===== src/rtl/fp_addsub_pipe.sv =====
// ============================================================================
// Module      : fp_addsub_pipe
// Description : 3-stage pipelined IEEE-754 add/subtract, round-to-nearest-even,
//               flush-to-zero, valid/ready handshake on both sides.
// Revision    : 1.0 - initial release
// ============================================================================
`default_nettype none

module fp_addsub_pipe #(
    parameter int EXP_W = 8,
    parameter int MAN_W = 23
) (
    input  logic                   clk,
    input  logic                   reset_n,
    input  logic                   in_valid,
    output logic                   in_ready,
    input  logic                   op,
    input  logic [EXP_W+MAN_W:0]   a,
    input  logic [EXP_W+MAN_W:0]   b,
    output logic                   out_valid,
    input  logic                   out_ready,
    output logic [EXP_W+MAN_W:0]   result,
    output logic [3:0]             flags
);

    localparam int c_w     = 1 + EXP_W + MAN_W;
    localparam int c_mw    = MAN_W + 4;           // hidden + fraction + guard/round/sticky
    localparam int c_ew    = EXP_W + 2;           // signed working exponent
    localparam int c_lzw   = $clog2(c_mw + 1);
    localparam int c_emax  = (1 << EXP_W) - 1;
    localparam logic [c_w-1:0] c_qnan = {1'b0, {EXP_W{1'b1}}, 1'b1, {(MAN_W-1){1'b0}}};

    logic w_advance;
    assign w_advance = !out_valid || out_ready;
    assign in_ready  = w_advance;

    // ---------------- stage 1: unpack / classify / align ----------------
    logic             w_sa, w_sb, w_a_big, w_spec;
    logic [EXP_W-1:0] w_ea, w_eb, w_el, w_es, w_diff;
    logic [MAN_W-1:0] w_fa, w_fb, w_fl, w_fs;
    logic             w_a_nan, w_b_nan, w_a_inf, w_b_inf, w_a_zero, w_b_zero, w_sl;
    logic [c_mw-1:0]  w_ext, w_ms;
    logic [2*c_mw-1:0] w_wide;
    logic [c_w-1:0]   w_spec_res;
    logic [3:0]       w_spec_flags;

    always_comb begin
        w_sa     = a[c_w-1];
        w_sb     = b[c_w-1] ^ op;
        w_ea     = a[c_w-2:MAN_W];
        w_eb     = b[c_w-2:MAN_W];
        w_fa     = a[MAN_W-1:0];
        w_fb     = b[MAN_W-1:0];
        w_a_nan  = (&w_ea) && (|w_fa);
        w_b_nan  = (&w_eb) && (|w_fb);
        w_a_inf  = (&w_ea) && !(|w_fa);
        w_b_inf  = (&w_eb) && !(|w_fb);
        w_a_zero = !(|w_ea);
        w_b_zero = !(|w_eb);

        w_a_big  = {w_ea, w_fa} >= {w_eb, w_fb};
        w_sl     = w_a_big ? w_sa : w_sb;
        w_el     = w_a_big ? w_ea : w_eb;
        w_fl     = w_a_big ? w_fa : w_fb;
        w_es     = w_a_big ? w_eb : w_ea;
        w_fs     = w_a_big ? w_fb : w_fa;
        w_diff   = w_el - w_es;

        // The lower half of the widened shift holds every bit pushed out; it folds into sticky.
        w_ext    = {1'b1, w_fs, 3'b000};
        w_wide   = {w_ext, {c_mw{1'b0}}} >> w_diff;
        if (w_diff >= EXP_W'(MAN_W + 3))
            w_ms = c_mw'(1);
        else
            w_ms = w_wide[2*c_mw-1:c_mw] | {{(c_mw-1){1'b0}}, |w_wide[c_mw-1:0]};
    end

    always_comb begin
        w_spec       = 1'b1;
        w_spec_res   = '0;
        w_spec_flags = 4'b0000;
        if (w_a_nan || w_b_nan) begin
            w_spec_res = c_qnan;
        end else if (w_a_inf && w_b_inf && (w_sa != w_sb)) begin
            w_spec_res   = c_qnan;
            w_spec_flags = 4'b1000;
        end else if (w_a_inf) begin
            w_spec_res = {w_sa, {EXP_W{1'b1}}, {MAN_W{1'b0}}};
        end else if (w_b_inf) begin
            w_spec_res = {w_sb, {EXP_W{1'b1}}, {MAN_W{1'b0}}};
        end else if (w_a_zero && w_b_zero) begin
            w_spec_res = {w_sa & w_sb, {(c_w-1){1'b0}}};
        end else if (w_a_zero) begin
            w_spec_res = {w_sb, b[c_w-2:0]};
        end else if (w_b_zero) begin
            w_spec_res = a;
        end else begin
            w_spec = 1'b0;
        end
    end

    logic             r_v1, r_sign1, r_sub1, r_spec1;
    logic [EXP_W-1:0] r_exp1;
    logic [c_mw-1:0]  r_ml1, r_ms1;
    logic [c_w-1:0]   r_sres1;
    logic [3:0]       r_sflg1;

    // ---------------- stage 2: add / subtract ----------------
    logic [c_mw:0] w_sum;
    assign w_sum = r_sub1 ? ({1'b0, r_ml1} - {1'b0, r_ms1})
                          : ({1'b0, r_ml1} + {1'b0, r_ms1});

    logic             r_v2, r_sign2, r_spec2;
    logic [EXP_W-1:0] r_exp2;
    logic [c_mw:0]    r_sum2;
    logic [c_w-1:0]   r_sres2;
    logic [3:0]       r_sflg2;

    // ---------------- stage 3: normalise / round / pack ----------------
    logic [c_lzw-1:0]       w_lz;
    logic [c_mw-1:0]        w_norm;
    logic signed [c_ew-1:0] w_expn, w_expf;
    logic                   w_rup, w_inexact;
    logic [MAN_W+1:0]       w_mr;
    logic [MAN_W-1:0]       w_frac;
    logic [c_w-1:0]         w_res;
    logic [3:0]             w_flg;

    // Last hit wins, so w_lz ends up relative to the highest set bit.
    always_comb begin
        w_lz = c_lzw'(c_mw);
        for (int i = 0; i < c_mw; i++)
            if (r_sum2[i]) w_lz = c_lzw'(c_mw - 1 - i);
    end

    always_comb begin
        if (r_sum2[c_mw]) begin
            w_norm = {r_sum2[c_mw:2], r_sum2[1] | r_sum2[0]};
            w_expn = c_ew'(r_exp2) + c_ew'(1);
        end else begin
            w_norm = r_sum2[c_mw-1:0] << w_lz;
            w_expn = c_ew'(r_exp2) - c_ew'(w_lz);
        end
        w_inexact = |w_norm[2:0];
        w_rup     = w_norm[2] & (w_norm[1] | w_norm[0] | w_norm[3]);
        w_mr      = {1'b0, w_norm[c_mw-1:3]} + (MAN_W+2)'(w_rup);
        w_expf    = w_expn + c_ew'(w_mr[MAN_W+1]);
        w_frac    = w_mr[MAN_W+1] ? w_mr[MAN_W:1] : w_mr[MAN_W-1:0];

        w_res = {r_sign2, w_expf[EXP_W-1:0], w_frac};
        w_flg = {3'b000, w_inexact};
        if (r_spec2) begin
            w_res = r_sres2;
            w_flg = r_sflg2;
        end else if (r_sum2 == '0) begin
            w_res = '0;
            w_flg = 4'b0000;
        end else if (int'(w_expn) <= 0) begin
            w_res = {r_sign2, {(c_w-1){1'b0}}};
            w_flg = 4'b0011;
        end else if (int'(w_expf) >= c_emax) begin
            w_res = {r_sign2, {EXP_W{1'b1}}, {MAN_W{1'b0}}};
            w_flg = 4'b0101;
        end
    end

    // ---------------- pipeline registers ----------------
    always_ff @(posedge clk or negedge reset_n) begin
        if (!reset_n) begin
            r_v1      <= 1'b0;
            r_sign1   <= 1'b0;
            r_sub1    <= 1'b0;
            r_spec1   <= 1'b0;
            r_exp1    <= '0;
            r_ml1     <= '0;
            r_ms1     <= '0;
            r_sres1   <= '0;
            r_sflg1   <= '0;
            r_v2      <= 1'b0;
            r_sign2   <= 1'b0;
            r_spec2   <= 1'b0;
            r_exp2    <= '0;
            r_sum2    <= '0;
            r_sres2   <= '0;
            r_sflg2   <= '0;
            out_valid <= 1'b0;
            result    <= '0;
            flags     <= '0;
        end else if (w_advance) begin
            r_v1      <= in_valid;
            r_sign1   <= w_sl;
            r_sub1    <= w_sa ^ w_sb;
            r_spec1   <= w_spec;
            r_exp1    <= w_el;
            r_ml1     <= {1'b1, w_fl, 3'b000};
            r_ms1     <= w_ms;
            r_sres1   <= w_spec_res;
            r_sflg1   <= w_spec_flags;
            r_v2      <= r_v1;
            r_sign2   <= r_sign1;
            r_spec2   <= r_spec1;
            r_exp2    <= r_exp1;
            r_sum2    <= w_sum;
            r_sres2   <= r_sres1;
            r_sflg2   <= r_sflg1;
            out_valid <= r_v2;
            result    <= w_res;
            flags     <= w_flg;
        end
    end

endmodule

`default_nettype wire

===== config.mk =====
export PLATFORM = sky130hd
export DESIGN_NAME = fp_addsub_pipe
export DESIGN_NICKNAME = d
export VERILOG_FILES = /design/src/rtl/fp_addsub_pipe.sv
export SDC_FILE = /design/constraint.sdc
export NUM_CORES = 1
export LEC_CHECK = 0
export CAP_MARGIN = 20
export CORE_MARGIN = 2
export CORE_UTILIZATION = 65
export CTS_CLUSTER_DIAMETER = 120
export DETAILED_ROUTE_END_ITERATION = 8
export MAX_ROUTING_LAYER = met4
export PLACE_DENSITY_LB_ADDON = 0.05
export SKIP_CTS_REPAIR_TIMING = 1
export SLEW_MARGIN = 20
export SYNTH_ARGS = -nofsm -noshare
export SYNTH_HDL_FRONTEND = slang
export SYNTH_SLANG_ARGS = --single-unit
export TNS_END_PERCENT = 30

===== constraint.sdc =====
create_clock -name clk -period 11.62 [get_ports clk]
set_input_delay 1.162 -clock clk [delete_from_list [all_inputs] [get_ports clk]]
set_output_delay 1.162 -clock clk [all_outputs]
set_load 0.01 [all_outputs]

==> Yosys cells after proc, flatten, opt, wreduce, memory -nomap -nowiden <==
Cells that the tools add are included.
{ "op_classes": {"addsub": 7, "order_cmp": 4, "n_eq_ne": 1, "shifts": 2, "muxes": 61, "bitwise_logic": 8, "reduce_logical": 23} }
{ "ops": {"columns": ["op", "count"], "rows": [
  ["$mux 32", 9],
  ["$mux 5", 26],
  ["$mux 23", 3],
  ["$mux 31", 2],
  ["$mux 27", 2],
  ["$shr 54x8->54", 1],
  ["$reduce_or 23->1", 2],
  ["$ge 31x31->1", 1],
  ["$add 27x27->28", 1],
  ["$logic_not 28->1", 1],
  ["$mux 28", 1],
  ["$sub 27x27->28", 1],
  ["$or 27x1->27", 1],
  ["$reduce_or 27->1", 1],
  ["$shl 27x5->27", 1],
  ["$add 24x1->25", 1],
  ["$mux 8", 2],
  ["$reduce_and 8->1", 2],
  ["$reduce_or 8->1", 2],
  ["$mux 4", 3],
  ["$add 10x1->10", 1],
  ["$ge 10x9->1 const B", 1],
  ["$le 10x1->1 const B", 1],
  ["$mux 10", 1],
  ["other kinds (14)", 39]
]} }
{ "word_totals": {"ff_bits": 211, "out_inout_bits": 38} }

==> Logic depth before layout (Yosys ltp) <==
Gate-level depths: netlist of run 1.
{ "depth": {"word_depth": 39, "mapped_depth": 33, "depth_no_buf": 29} }

==> Least setup slack after synthesis of run 1 <==
Ideal clock, no wire load.
{ "synth_timing": {"kind": "register to register", "start": "register r_sum2[15]", "end": "register result[0]", "arrival_ns": 5.668, "required_time_ns": 11.495, "slack_ns": 5.827, "stages_incl_launch_ff": 32, "path_cell_list": "dfrtp_1 > buf_6 > or3_1 > nor3_2 > o21ai_1 > a21o_1 > a21oi_4 > inv_2 > buf_6 > mux2i_1 > a211oi_1 > o21ai_0 > a221o_1 > nor4_4 > nand2_1 > nor3_1 > and3_1 > ha_1 > ha_1 > xor2_1 > and3_1 > nand3_1 > o32ai_1 > o211ai_1 > nand2_1 > nor2_1 > nand2b_1 > clkbuf_1 > buf_1 > nor2_1 > mux2i_1 > a21oi_1"} }
{ "synth_between": {"elab_chain_len": 24, "word_cells_on_any_way": 29, "classes_between": "3 x add/sub; 2 x order compare; 1 x shift; 19 x mux; 3 x bitwise; 1 x reduce/logical"} }
{ "synth_rtl": {"columns": ["element", "line", "text"], "rows": [
  ["start: declaration", "115", "logic [c_mw:0] r_sum2;"],
  ["start signal: assignment", "203", "r_sum2 <= w_sum;"],
  ["$mux 5 (12 in series)", "133", "if (r_sum2[i]) w_lz = c_lzw'(c_mw - 1 - i);"],
  ["$shl 27x5->27", "141", "w_norm = r_sum2[c_mw-1:0] << w_lz;"],
  ["$mux 27", "137", "if (r_sum2[c_mw]) begin"],
  ["$or 1x1->1 (2 in series)", "145", "w_rup = w_norm[2] & (w_norm[1] | w_norm[0] | w_norm[3]);"],
  ["$and 1x1->1", "145", null],
  ["$add 24x1->25", "146", "w_mr = {1'b0, w_norm[c_mw-1:3]} + (MAN_W+2)'(w_rup);"],
  ["$add 10x1->10", "147", "w_expf = w_expn + c_ew'(w_mr[MAN_W+1]);"],
  ["$ge 10x9->1", "161", "end else if (int'(w_expf) >= c_emax) begin"],
  ["$mux 31", "161", null],
  ["$mux 31", "158", "end else if (int'(w_expn) <= 0) begin"],
  ["$mux 32 *", "155", "end else if (r_sum2 == '0) begin"],
  ["$mux 32 *", "152", "if (r_spec2) begin"],
  ["end signal: assignment", "207", "result <= w_res;"],
  ["end: declaration", "22", "output logic [EXP_W+MAN_W:0] result,"]
]} }
Every way passes the cells marked *; elsewhere a longest branch is shown, timed or not.
A chain may end at the register's enable or synchronous reset.

==> Final worst setup path of run 1 <==
{ "layout_timing": {"start": "register r_sum2[15]", "end": "register result[16]"} }
Same word-level chain as after synthesis.

==> flow_summary_export.csv, run 1 <==
group,metric,value,unit
run_status,status,"finished, final reports clean",
sta,setup-violations-final,0,
power,switching_share,48.31,%
finish,stdcell_count,2501,
synth,async_flop_share,100.0,%
clock_tree,cts_max_level,1,
critical_path,critPathLaunchType,"register",
place,dp_cells,2460,
critical_path,reg2reg_to,"result[16]",
synth,avgSynthCellArea,7.928,µm²
clock_tree,path_clk_slew,0.06,ns
grt,busiest_layer,"met2",
routing,wl,55920,µm
critical_path,cp_max_fo,21,
grt,grt_max_degree,222,
grt,grt_pass1_vias,15900,
sta,drv_slew,0,
sta,worst_pin_slew,1.073,ns
grt,grt_overflow,0,
worst_hold_path,min_path_type,"register to register",
critical_path,reg2regPathDepth,29,
routing,wl_per_cell,22.36,µm
synth,yosys_warnings,0,
critical_path,crit_top_cell,"ha_1",
sta,skew,0.01966,ns
grt,grt_util_met1,55.30,%
power,intPower,2.355,mW
synth,synthesis.area,16930,µm²
critical_path,cp-endpoint,"result[16]",
grt,grt_util_met3,6.643,%
critical_path,startpoint,"r_sum2[15]",
power,seqPwrFrac,25.2,%
power,cellLeakagePower,8.436,nW
clock_tree,clockRootBuffer,"clkbuf_16",
grt,use_met2,63.39,%
routing,via_per_inst,6.862,
sta,period_needed,7.639,ns
die,die_h,165.4,µm
critical_path,reg2reg_setup_slack,3.98,ns
synth,syn_nets,2297,
power,peakVddDrop,0.1551,mV
sta,fin_tns_setup,0,ns
place,port-buffer-count,106,
power,powerDensity,242.3,nW/µm²
flow_run,maxCapViolations,0,
routing,vias,17160,
die,fp.coreArea,25840,µm²
critical_path,r2r_start,"r_sum2[15]",
sta,grt_setup_unrepaired,"false",
synth,ys_seq_area_share,30.31,%
routing,drt_iter0_markers,2322,
finish,drive_above_1_share,4.850,%
die,die-area,27350,µm²
critical_path,max_stage_delay,0.54,ns
finish,synthToLayoutAreaGrowth,11.07,%
grt,antenna_found_initial,1,
synth,yosysUniqueCellTypes,92,
synth,syn_inst,2135,
routing,ant_nets,0,
power,p_comb_share,58.1,%
synth,synth_ff_type,"dfrtp_1",
critical_path,cp-end-kind,"register",
clock_tree,cts_num_sinks,205,
clock_tree,cts_tree,"done",
routing,firstDrtPassIters,9,
grt,grt_pass1_wl,87050,µm
die,io_pins,107,
sta,fin_crit_sh,65.74,%
die,rows,59,
synth,ys_ff_latch,205,
sta,final-hold-violation-count,0,
finish,mostFrequentLayoutCells,"372 x nand2_1, 205 x dfrtp_1, 170 x o21ai_0, 159 x nor2_1, 137 x mux2i_1",
critical_path,arrival,8.04,ns
power,netSwitchingPower,2.201,mW
sta,max_slew_margin,28.50,%
routing,drc,0,
sta,max_freq,130.9,MHz
synth,synth_edf_count,0,
finish,mostFrequentLayoutCell,"nand2_1",
clock_tree,numCtsBuffers,23,
critical_path,crit_type,"register to register",
clock_tree,clock_latency,0.53,ns
place,hpwl,40580,µm
die,die_w,165.4,µm
finish,layout.nets,2312,
clock_tree,cts_buffer_depth,3,
critical_path,worstPathRequired,12.02,ns
power,clock_power_share,16.7,%
place,routabilityCongestion,1.015,
grt,track_usage,41.97,%
critical_path,crit_slowest_cell,"nand2b_1",
die,floorplan.initialDensity,65.51,%
## power groups by stage
stage	sequential, mW	combinational, mW	clock (mW)
after floorplan	1.05	1.85	0
final	1.15	2.65	0.760
after global routing	1.17	2.85	0.790
after global placement	1.13	2.54	0
after CTS	1.14	2.57	0.761
after detailed placement	1.15	2.55	0
## metrics by stage
step                power, mW  worst slack (ns)  instance area, µm²  hold WS (ns)  util [%]
global route            4.805             3.297               18800        0.4860     72.77
CTS                     4.468             4.055               18790        0.4687     72.71
floorplan               2.896             5.827               16930        0.4300         -
detailed placement      3.699             4.063               18010        0.4522     69.70
finish                  4.556             3.981               18800        0.4666     72.77
global placement        3.672             4.259               18010        0.4406     69.70
## synthesized netlist by cell type, types with 17 or more instances
library cell  instances  area share (%)
a21oi_1             126             3.7
a22oi_1              29             1.3
a31oi_1              31             1.1
and3_1               19            0.70
buf_1                17            0.38
clkbuf_1             90             2.0
dfrtp_1             205              30
ha_1                 91             6.7
inv_1               105             2.3
mux2i_1             137             8.1
nand2_1             372             8.2
nand2b_1             21            0.78
nand3_1              39             1.2
nor2_1              159             3.5
nor3_1               42             1.2
nor4_1               29             1.1
o21a_1               19            0.84
o21ai_0             170             5.0
o22ai_1              27             1.0
o31ai_1              28             1.2
or3_1                17            0.63
xnor2_1              42             2.2
xor2_1               18            0.93
## critical path, delay by kind of cell (launching register included)
| kind | cells | cell delay [ns] |
|---|---|---|
| buffers and inverters | 2 | 0.61 |
| adders and majority gates | 3 | 0.54 |
| DFF | 1 | 0.48 |
| xor gates and xnor gates | 1 | 0.17 |
| AOI/OAI and AO/OA | 9 | 2.33 |
| muxes | 1 | 0.29 |
| and+or+nand+nor | 13 | 3.06 |
## flip-flops by register name (all words and copies together), names as in the netlist, 4 cells and up
register,count
r_sres2,32
r_exp2,8
flags,4
result,32
r_ml1,24
r_sres1,32
r_sum2,28
r_exp1,8
r_ms1,27
## metal layers
metal | vias up | share of wire (%)
li1 | 7692 | -
met1 | 8091 | 39
met2 | 1146 | 45
met3 | 234 | 10
met4 | 0 | 6.2
met5 | - | 0
## kinds of logic (layout without fill, tap and decap cells)
group | after synthesis | count (layout) | share of synthesized area [%]
other | 0 | 1 | 0
muxes | 156 | 156 | 9.898
buffers and inverters | 244 | 274 | 5.810
xor gates and xnor gates | 60 | 60 | 3.105
DFF | 205 | 205 | 30.31
and+or+nand+nor | 783 | 783 | 21.44
AOI/OAI and AO/OA | 594 | 594 | 22.47
adders and majority gates | 93 | 93 | 6.963
## final cells by class
class                           instances  area (µm²)
Antenna cell                            1       2.502
Sequential cell                       205        5130
Multi-Input combinational cell       1686       10850
Tap cell                              335       419.2
Timing Repair Buffer                  122        1197
Fill cell                            1983        7037
Clock inverter                          8       127.6
Inverter                              112       422.9
Clock buffer                           32       649.4
## how the worst min path moves through the flow
stage                startpoint     endpoint  slack (ns)  cells past startpoint
floorplan                  r_v2         r_v2        0.43                      2
global placement           r_v2         r_v2        0.44                      2
detailed placement  r_sres2[16]  r_sres2[16]        0.45                      2
CTS                        r_v1         r_v1        0.47                      2
global route               r_v2    out_valid        0.49                      1
finish                     r_v1         r_v1        0.47                      2
No activity file was read; power rests on OpenSTA's default activity.
==> run 2, diff against run 1 <==
--- a/config.mk
+++ b/config.mk
@@ -7,7 +7,7 @@
 export LEC_CHECK = 0
 export CAP_MARGIN = 20
 export CORE_MARGIN = 2
-export CORE_UTILIZATION = 65
+export CORE_UTILIZATION = 61
 export CTS_CLUSTER_DIAMETER = 120
 export DETAILED_ROUTE_END_ITERATION = 8
 export MAX_ROUTING_LAYER = met4
==> constraint.sdc (replaced) <==
create_clock -name clk -period 7.9 [get_ports clk]
set_input_delay 0.79 -clock clk [delete_from_list [all_inputs] [get_ports clk]]
set_output_delay 0.79 -clock clk [all_outputs]
set_load 0.01 [all_outputs]
==> run 2 against run 1 <==
Sequential cell count unchanged. Sequential share of layout area down 0.37 points. Sequential power up 47%. Setup slack worse by 3.3 ns. Clock power up 57%. Hold slack worse by 0.10 ns. Die area up 6.4%. Largest cell class unchanged. First-iteration DRC count up 4.0%. Utilization down 2.4 points.
==> flow_summary_export.csv, run 2 (synthesis results as in run 1) <==
group,metric,value,unit
run_status,status,"finished, final reports clean",
grt,track_usage,39.65,%
sta,max_freq,138.1,MHz
critical_path,crit_top_cell,"ha_1",
die,die_h,170.6,µm
flow_run,maxCapViolations,0,
routing,wl,56520,µm
clock_tree,clock_latency,0.54,ns
sta,drv_slew,0,
routing,via_per_inst,6.682,
sta,period_needed,7.241,ns
grt,grt_pass1_wl,88370,µm
clock_tree,numCtsBuffers,24,
routing,drt_iter0_markers,2414,
place,port-buffer-count,106,
grt,grt_max_degree,221,
grt,grt_overflow,0,
critical_path,max_stage_delay,0.50,ns
die,die_w,170.6,µm
sta,whs,0.3657,ns
clock_tree,cts_buffer_depth,3,
clock_tree,cts_num_sinks,205,
power,peakVddDrop,0.2669,mV
finish,mostFrequentLayoutCells,"372 x nand2_1, 205 x dfrtp_1, 170 x o21ai_0, 159 x nor2_1, 137 x mux2i_1",
sta,final-hold-violation-count,0,
power,powerDensity,356.9,nW/µm²
critical_path,crit_slowest_cell,"dfrtp_1",
power,intPower,3.560,mW
grt,antenna_found_initial,1,
power,cellLeakagePower,8.556,nW
sta,grt_setup_unrepaired,"false",
place,dp_cells,2513,
die,die-area,29100,µm²
routing,firstDrtPassIters,9,
power,netSwitchingPower,3.240,mW
sta,max_slew_margin,19.83,%
die,floorplan.initialDensity,62.46,%
die,io_pins,107,
sta,worst_pin_slew,1.193,ns
clock_tree,cts_tree,"done",
grt,grt_pass1_vias,15990,
finish,reg_top3,"r_sres1 x32, r_sres2 x32, result x32",
clock_tree,path_clk_slew,0.07,ns
die,fp.coreArea,27100,µm²
critical_path,worstPathRequired,8.32,ns
finish,mostFrequentLayoutCell,"nand2_1",
critical_path,arrival,7.66,ns
power,switching_share,47.65,%
clock_tree,clockRootBuffer,"clkbuf_16",
finish,drive_above_1_share,5.907,%
critical_path,cp_max_fo,21,
routing,vias,17090,
sta,fin_tns_setup,0,ns
critical_path,cp-end-kind,"register",
power,p_comb_share,57.5,%
die,rows,60,
sta,skew,0.02727,ns
worst_hold_path,min_path_type,"input port to asynchronous set/reset pin",
power,seqPwrFrac,24.9,%
sta,setup-violations-final,0,
routing,ant_nets,0,
critical_path,critPathLaunchType,"register",
power,clock_power_share,17.6,%
sta,fin_crit_sh,91.66,%
finish,layout.nets,2329,
clock_tree,cts_max_level,1,
finish,stdcell_count,2557,
place,routabilityCongestion,1.025,
finish,synthToLayoutAreaGrowth,12.59,%
critical_path,crit_type,"register to register",
place,hpwl,41210,µm
routing,drc,0,
routing,wl_per_cell,22.11,µm
==> run 2: changes by cell type in the layout (fill, tap and decap cells not counted), sizes merged <==
cell / change
buf: +16
clkbuf: -4
clkinv: +3
inv: +2
bufinv: +1
clkinvlp: +1
==> run 2: layout make-up <==
cell class / count / area, µm²
fillers: 2102 / 8044
multi-input cells: 1686 / 10850
well taps: 372 / 465.4
inverters: 112 / 422.9
repair buffers: 138 / 1318
diodes: 1 / 2.502
clock inverters: 15 / 211.5
clock buffers: 28 / 655.6
flip-flops and latches: 205 / 5130
==> run 2: path summary, 6_finish.rpt <==
kind / slack, ns / end / cells past startpoint / from
max: 0.66 / result[16] / 30 / r_sum2[15]
min: 0.37 / result[13] / 1 / reset_n
max reg2reg: 0.66 / result[16] / 30 / r_sum2[15]
min reg2reg: 0.47 / r_sres2[24] / 2 / r_sres2[24]
max in group asynchronous: 6.17 / r_sres2[12] / 2 / reset_n
min in group clk: 0.47 / r_sres2[24] / 2 / r_sres2[24]
==> run 2: per-layer routing <==
| metal | routed length, µm | vias up | GRT usage, % |
|---|---|---|---|
| met5 | 0 | - | - |
| met4 | 3123 | 0 | 18.51 |
| met3 | 4982 | 216 | 4.811 |
| met2 | 25700 | 1054 | 61.57 |
| met1 | 22720 | 8076 | 52.06 |
| li1 | - | 7740 | - |
==> run 2: worst max-delay path, delay by kind of cell, from the launching register on <==
family | cells | cell delay, ns
flops | 1 | 0.50
mux | 2 | 0.74
compound gates | 8 | 1.54
xor+xnor | 1 | 0.16
fa+ha+maj | 3 | 0.53
buf+inv | 3 | 0.72
simple gates | 13 | 2.91
==> run 2: power by group through the flow <==
| stage | Combinational, mW | Sequential [mW] | Clock, mW |
|---|---|---|---|
| after floorplan | 2.71 | 1.55 | 0 |
| after global placement | 3.73 | 1.67 | 0 |
| after detailed placement | 3.78 | 1.69 | 0 |
| after CTS | 3.80 | 1.68 | 1.20 |
| after global routing | 4.22 | 1.72 | 1.24 |
| final | 3.91 | 1.69 | 1.19 |
==> run 2: stage by stage <==
stage	worst slack, ns	instance area, µm²	power [mW]	utilization, %
detailed placement	0.8032	18180	5.466	67.07
global route	0.1316	19060	7.175	70.32
global placement	0.8986	18180	5.408	67.07
CTS	0.8122	19040	6.680	70.27
floorplan	2.107	16930	4.260	-
finish	0.6587	19060	6.801	70.32
